## config.mk

```make
export PLATFORM = sky130hd
export DESIGN_NAME = jamma_input_scanner
export DESIGN_NICKNAME = d
export VERILOG_FILES = /design/src/rtl/jamma_pkg.sv /design/src/rtl/jamma_evt_fifo.sv /design/src/rtl/jamma_input_scanner.sv
export SDC_FILE = /design/constraint.sdc
export NUM_CORES = 1
export LEC_CHECK = 0
export CAP_MARGIN = 0
export CORE_MARGIN = 8
export CORE_UTILIZATION = 30
export CTS_CLUSTER_SIZE = 16
export DETAILED_ROUTE_END_ITERATION = 7
export GPL_TIMING_DRIVEN = 0
export PLACE_DENSITY = 0.57
export SETUP_SLACK_MARGIN = 0.15
export SLEW_MARGIN = 0
export SYNTH_ARGS = -nofsm -noshare
export SYNTH_HDL_FRONTEND = slang
export SYNTH_SLANG_ARGS = --single-unit
```

## constraint.sdc

```tcl
create_clock -name clk -period 4.5 [get_ports clk]
set_input_delay 1.35 -clock clk [delete_from_list [all_inputs] [get_ports clk]]
set_output_delay 1.35 -clock clk [all_outputs]
set_load 0.01 [all_outputs]
```

## src/rtl/jamma_pkg.sv

```systemverilog
`default_nettype none
// ============================================================================
// jamma_pkg : shared channel/event widths and event-code helper
// Rev 1.0
// ============================================================================
package jamma_pkg;

    localparam int CH_NUM = 16;
    localparam int CH_W   = 4;
    localparam int EVT_W  = 5;

    typedef logic [EVT_W-1:0] evt_t;

    // Event code layout: {new level, channel index}
    function automatic evt_t make_evt(input logic level, input logic [CH_W-1:0] ch);
        return {level, ch};
    endfunction

endpackage
`default_nettype wire

```

## src/rtl/jamma_evt_fifo.sv

```systemverilog
`default_nettype none
// ============================================================================
// jamma_evt_fifo : power-of-two event queue with registered storage/head
// Rev 1.0
// ============================================================================
module jamma_evt_fifo #(
    parameter int DEPTH = 4,
    parameter int WIDTH = 5
) (
    input  logic             clk,
    input  logic             reset,
    input  logic             push,
    input  logic [WIDTH-1:0] push_data,
    input  logic             pop,
    output logic             full,
    output logic             empty,
    output logic [WIDTH-1:0] head
);

    localparam int PTR_W = $clog2(DEPTH);
    localparam int CNT_W = PTR_W + 1;

    logic [WIDTH-1:0] mem [DEPTH];
    logic [PTR_W-1:0] wr_ptr;
    logic [PTR_W-1:0] rd_ptr;
    logic [CNT_W-1:0] count;
    logic             do_push;
    logic             do_pop;

    assign empty   = (count == '0);
    assign full    = (count == CNT_W'(DEPTH));
    assign do_pop  = pop && !empty;
    // A full queue still takes a push when the head leaves on the same edge
    assign do_push = push && (!full || do_pop);
    assign head    = mem[rd_ptr];

    always_ff @(posedge clk or posedge reset) begin
        if (reset) begin
            wr_ptr <= '0;
            rd_ptr <= '0;
            count  <= '0;
            for (int i = 0; i < DEPTH; i++) begin
                mem[i] <= '0;
            end
        end else begin
            if (do_push) begin
                mem[wr_ptr] <= push_data;
                wr_ptr      <= wr_ptr + 1'b1;
            end
            if (do_pop) begin
                rd_ptr <= rd_ptr + 1'b1;
            end
            count <= count + CNT_W'(do_push) - CNT_W'(do_pop);
        end
    end

endmodule
`default_nettype wire

```

## src/rtl/jamma_input_scanner.sv

```systemverilog
`default_nettype none
// ============================================================================
// jamma_input_scanner : one-channel-per-tick JAMMA switch debouncer with
//                       change-event FIFO and sticky overflow flag
// Rev 1.0
// ============================================================================
module jamma_input_scanner
    import jamma_pkg::*;
#(
    parameter int DEB_TH     = 3,
    parameter int FIFO_DEPTH = 4
) (
    input  logic              clk,
    input  logic              reset,
    input  logic              tick,
    input  logic [CH_NUM-1:0] raw,
    output logic [CH_W-1:0]   scan_sel,
    output logic [CH_NUM-1:0] state,
    output logic              evt_valid,
    input  logic              evt_ready,
    output logic [EVT_W-1:0]  evt_code,
    output logic              overflow,
    input  logic              ovf_clr
);

    logic [3:0] cnt [CH_NUM];
    logic       sample;
    logic       cur;
    logic [4:0] cnt_inc;
    logic       accept;
    logic       fifo_full;
    logic       fifo_empty;
    logic       drop;
    evt_t       new_evt;

    assign sample  = raw[scan_sel];
    assign cur     = state[scan_sel];
    assign cnt_inc = {1'b0, cnt[scan_sel]} + 5'd1;
    assign accept  = tick && (sample != cur) && (cnt_inc == 5'(DEB_TH));
    assign new_evt = make_evt(sample, scan_sel);
    // Full implies non-empty, so evt_ready alone tells whether the head pops
    assign drop    = accept && fifo_full && !evt_ready;

    always_ff @(posedge clk or posedge reset) begin
        if (reset) begin
            scan_sel <= '0;
            state    <= '0;
            for (int i = 0; i < CH_NUM; i++) begin
                cnt[i] <= '0;
            end
        end else if (tick) begin
            scan_sel <= scan_sel + 1'b1;
            if (sample == cur) begin
                cnt[scan_sel] <= '0;
            end else if (accept) begin
                state[scan_sel] <= ~cur;
                cnt[scan_sel]   <= '0;
            end else begin
                cnt[scan_sel] <= cnt_inc[3:0];
            end
        end
    end

    always_ff @(posedge clk or posedge reset) begin
        if (reset) begin
            overflow <= 1'b0;
        end else if (drop) begin
            overflow <= 1'b1;
        end else if (ovf_clr) begin
            overflow <= 1'b0;
        end
    end

    jamma_evt_fifo #(
        .DEPTH (FIFO_DEPTH),
        .WIDTH (EVT_W)
    ) u_evt_fifo (
        .clk       (clk),
        .reset     (reset),
        .push      (accept),
        .push_data (new_evt),
        .pop       (evt_ready),
        .full      (fifo_full),
        .empty     (fifo_empty),
        .head      (evt_code)
    );

    assign evt_valid = !fifo_empty;

endmodule
`default_nettype wire

```

# --- Yosys cells after proc, flatten, opt, wreduce, memory -nomap -nowiden ---
# Index checks and enable logic that the tools add are counted.
# Widths: inputs -> output; s select.
totals:
  register_bits: 112
  output_inout_bits: 27
  inputBits: 21
  word_cells: 89
classes:
  magnitude_cmp: 7
  n_addsub: 6
  n_eq_ne: 4
  reduce_logical: 16
  bitwise_logic: 7
  muxes: 23
ops:
  columns: ["cell", "count"]
  rows:
  - ["$mux 64", 2]
  - ["$and 64x64->64", 1]
  - ["$bwmux 64", 1]
  - ["$not 64->64", 1]
  - ["$bwmux 20", 1]
  - ["$bmux 4 s4", 1]
  - ["$bwmux 16", 1]
  - ["$demux 4 s4", 1]
  - ["$mux 5", 3]
  - ["$mux 4", 3]
  - ["$bmux 5 s2", 1]
  - ["$demux 5 s2", 1]
  - ["$logic_and 1x1->1", 9]
  - ["$bmux 1 s4", 2]
  - ["$ge 3x3->1 const B", 2]
  - ["$not 2->3", 2]
  - ["$add 4x1->5 const B", 1]
  - ["$eq 5x2->1 const B", 1]
  - ["$ge 5x5->1 const B", 1]
  - ["$lt 4x5->1 const B", 1]
  - ["$lt 5x1->1 const B", 1]
  - ["$mux 1", 5]
  - ["$not 4->5", 1]
  - ["$add 2x1->2 const B", 2]
  - ["15 further kinds", 18]

# --- Logic depth before layout (Yosys ltp) ---
logic_depth:
  depth_word: 10
  depth_mapped: 18
  mapped_depth_nobuf: 15

# --- Cells and area by module ---
# A second synthesis with hierarchy kept.
unflattened:
  hier_cells: 484
  hier_area_um2: 5799.3
by_module_without_submodules:
  columns: ["module", "n_inst", "cells_each", "seq_area_each_um2", "area_per_inst_um2"]
  rows:
  - ["jamma_input_scanner", 1, 398, 2127.0, 4520.6]
  - ["jamma_evt_fifo", 1, 86, 675.6, 1278.7]

# --- Worst setup path after synthesis ---
# OpenSTA, ideal clock, no wires.
synth_timing:
  kind: "in2reg"
  start: "in raw[15]"
  end: "reg u_evt_fifo.count[2]"
  setup_slack_ns: 0.632
  path_buffers: 1
  path_stages: 12
  arrival_ns: 3.745
  cell_sequence: "mux4_2 > a22oi_1 > nand2_1 > xnor2_2 > o2111a_2 > buf_4 > and2_1 > ha_1 > inv_1 > fa_1 > xnor2_1 > xnor2_1"
synth_between:
  elab_chain_cells: 8
synth_lines:
  columns: ["element", "line", "text"]
  rows:
  - ["from (decl)", "jamma_input_scanner.sv:16", "input logic [CH_NUM-1:0] raw,"]
  - ["$bmux 1 s4", "jamma_input_scanner.sv:36", "assign sample = raw[scan_sel];"]
  - ["$mux 1 (implied by the code)", "jamma_input_scanner.sv:36", null]
  - ["$ne 1x1->1", "jamma_input_scanner.sv:39", "assign accept = tick && (sample != cur) && (cnt_inc == 5'(DEB_TH));"]
  - ["$logic_and 1x1->1 (2 in a row)", "jamma_input_scanner.sv:39", null]
  - ["$logic_and 1x1->1", "jamma_evt_fifo.sv:34", "assign do_push = push && (!full || do_pop);"]
  - ["named net u_evt_fifo.do_push", "jamma_evt_fifo.sv:27", "logic do_push;"]
  - ["$add 3x1->3", "jamma_evt_fifo.sv:53", "count <= count + CNT_W'(do_push) - CNT_W'(do_pop);"]
  - ["$sub 3x1->3", "jamma_evt_fifo.sv:53", null]
  - ["to (signal assigned)", "jamma_evt_fifo.sv:53", null]
  - ["to (decl)", "jamma_evt_fifo.sv:26", "logic [CNT_W-1:0] count;"]
# The timed path passes the listed nets, and every way through them passes these cells. The select of a mux whose other input is x is not followed.
# A chain may end at the register's enable or synchronous reset.

# --- Final worst setup path ---
# Same ends and word-level chain as after synthesis.

==> flow_summary.yaml <==
cells_and_area:
  final_net_count: 559
  layout-drive-gt1-share_pct: 19.2
  final_core_util_pct: 36.6
  syn2layout_area_growth_pct: 20.2
  antennaDiodeCount: 0
  nFillCells: 1722
global_route:
  global_route.overflow_total: 0
  grtUsageTotal_pct: 12.6
  grt_pass1_vias: 3930
  grt_antenna_before_repair: 0
  grt_pass1_wl_um: 21700
  largest_net_degree_at_the_start_of_global_routing: 60
timing:
  setup_ws_ns: 0.410
  layout_min_cycle_time_ns: 4.09
  finalSetupTns_ns: 0
  skew_final_ns: 0.0137
  relSlewSlack_pct: 50.6
  finalSetupViolations: 0
  period_share_pct: 90.9
  total_count_of_hold_check_failures_in_the_final_report: 0
  final_max_slew_violation_count: 0
  fin_worst_hold_slack_ns: 0.478
  fmax_mhz: 244
  grt_setup_unrepaired: "no"
  worst-slew-pin-transition_ns: 0.737
logic_synthesis:
  netlist-cell-type-count: 40
  synth_async_sr_flop_share_pct: 100
  postSynthNetCount: 498
  ys_warn_count: 0
  synthesis.area_mm2: 0.00543
  synth-seq-area-share_pct: 51.6
  synth-main-ff-cell: "dfrtp_1"
  synth_enable_flop_cells: 0
  synth_cells: 464
  synth-seq-cells: 112
  average_cell_area_after_synthesis_um2: 11.7
route:
  first_pass_iters: 4
  via_per_inst: 5.02
  vias: 3810
  initial_detailed_routing_violation_count: 220
  drcViolationCount: 0
  number_of_nets_with_antenna_violations_after_routing: 0
  routedWlPerCell_um: 18.3
  totalWireLength_um: 13900
critical_path:
  crit_path_start_kind: "primary input"
  critPathKind: "in -> reg"
  critical_path.reg2reg.startpoint: "scan_sel[1]$_DFFE_PP0P_"
  critical_path.max_fanout: 10
  cp_data_arrival_time_ns: 4.37
  end_kind: "flip-flop"
  required_ns: 4.78
  timing.critical_path.from: "raw[15]"
placed_design:
  io_buffer_count: 46
  dp_slack_ns: -0.169
  dpl.hpwl_um: 9950
  place.gp.congestion: 0.772
cts:
  hold_buf_count_cts: 0
  clk_root_buffer_cell: "clkbuf_16"
  tritoncts_num_sinks: 112
  tritoncts: "built"
  h-tree-depth: 3
  cts-buffers-inserted: 9
  cts.clk_slew.worst_paths_ns: 0.08
  clock_latency_late_sink_ns: 0.36
  max-clock-path-buffers: 2
power:
  power_density_mw_per_mm2: 602
  fin_total_pwr_mw: 3.93
  total_leakage_power_nw: 2.85
  max-vdd-ir-drop_v: 0.000287
floorplanning:
  die_width_um: 151
  floorplan.die_area_mm2: 0.0227
  fp.dieH_um: 151
  row_count: 49
  floorplan.initialDensity_pct: 30.5
  design.core.area_mm2: 0.0178
  pin_count: 48
outcome:
  status: "complete, no violations"
hold_path:
  hold_class: "reg -> reg"
  hold_path_startpoint: "cnt[52]$_DFFE_PP0P_"
run:
  max-cap-violations: 0
-- power by group --
part / internal [mW] / switching [mW] / leakage [nW] / total, mW
logic: 0.732 / 1.01 / 1.21 / 1.74
clock network: 0.378 / 0.374 / 0.129 / 0.752
registers: 1.27 / 0.170 / 1.51 / 1.44
-- state kept, by name, indices dropped and copies added (netlist names) --
name,flops
u_evt_fifo.count,3
u_evt_fifo.wr_ptr,2
state,16
u_evt_fifo.rd_ptr,2
scan_sel,4
cnt,64
u_evt_fifo.mem,20
overflow,1
-- metrics by stage --
| stage | area (um2) | cells |
|---|---|---|
| after floorplan | 5430 | 464 |
| after global placement | 6180 | 739 |
| after detailed placement | 6210 | 740 |
| after CTS | 6480 | 756 |
| after global routing | 6530 | 759 |
| final | 6530 | 759 |
-- cell families after synthesis --
kind of cell / Yosys count / share of synthesized area [%]
buf+inv: 42 / 3.62
simple gates: 140 / 11.3
xor+xnor: 11 / 1.91
fa+ha+maj: 13 / 3.13
compound gates: 79 / 8.29
flops: 112 / 51.6
mux: 67 / 20.2
-- final timing paths --
path / to / slack, ns / cells after the start
worst max-delay path: u_evt_fifo.count[2]$_DFF_PP0_ / 0.41 / 13
worst min-delay path: cnt[52]$_DFFE_PP0P_ / 0.48 / 2
worst max register to register: u_evt_fifo.count[2]$_DFF_PP0_ / 0.63 / 17
worst min register to register: cnt[52]$_DFFE_PP0P_ / 0.48 / 2
max in group asynchronous: state[6]$_DFFE_PP0P_ / 2.31 / 3
min in group asynchronous: cnt[13]$_DFFE_PP0P_ / 1.45 / 2
-- placed cells by master (no fill, tap or decap), types with 4 or more instances in the layout --
cell	count
clkbuf_16	9
clkbuf_1	13
xnor2_1	7
mux2_4	5
ha_1	12
mux2_2	24
mux4_2	29
buf_4	4
nand2_1	95
nand3_1	23
nor2_1	5
dfrtp_1	112
mux2_1	8
clkdlybuf4s50_1	46
buf_2	10
inv_1	13
o21ai_0	65
-- metal layers --
| layer | GRT usage (%) | routed length [um] | vias to the layer above |
|---|---|---|---|
| met2 | 21.6 | 6970 | 89 |
| li1 | - | - | 1759 |
| met3 | 1.98 | 713 | 21 |
| met1 | 15.0 | 5850 | 1941 |
| met5 | 0 | 0 | - |
| met4 | 6.28 | 354 | 0 |
-- worst max-delay path, cell delays in order --
cell             delay [ns]
clkdlybuf4s50_1        0.41
mux4_2                 0.49
a22oi_2                0.21
nand2_2                0.15
xnor2_4                0.25
o2111a_2               0.25
buf_4                  0.18
and2_4                 0.18
ha_1                   0.15
inv_1                  0.05
fa_1                   0.38
xnor2_1                0.18
xnor2_1                0.14
-- cells in the mapped netlist, drive strengths merged (2+ instances only) --
cell type	n	area, um2
nor2b	2	12.5
buf	15	95.1
xnor2	8	77.6
a22oi	4	30.0
dfrtp	112	2800
nor2	6	22.5
nand2	96	360
o211ai	2	15.0
clkbuf	13	48.8
mux2	37	435
ha	12	150
xor2	3	26.3
mux4	29	653
nand4	2	12.5
and2	4	25.0
nand3	24	133
o21ai	67	335
inv	14	52.6
-- cell type report --
cell class / count / area, um2 / share of cell area, %
Sequential cell: 112 / 2800 / 42.9
Multi-Input combinational cell: 310 / 2460 / 37.7
Clock buffer: 10 / 229 / 3.51
Buffer: 28 / 145 / 2.22
Tap cell: 229 / 287 / 4.39
Clock inverter: 6 / 42.5 / 0.651
Inverter: 14 / 55.1 / 0.843
Timing Repair Buffer: 50 / 510 / 7.82
-- timing repair --
item | CTS | global route
hold endpoints to repair | 0 | 0
pin swaps | 0 | 3
buffers inserted | 0 | 3
endpoints found under the setup margin | 1 | 2
resized for setup | 1 | 5
(Power assumes the default switching activity.)
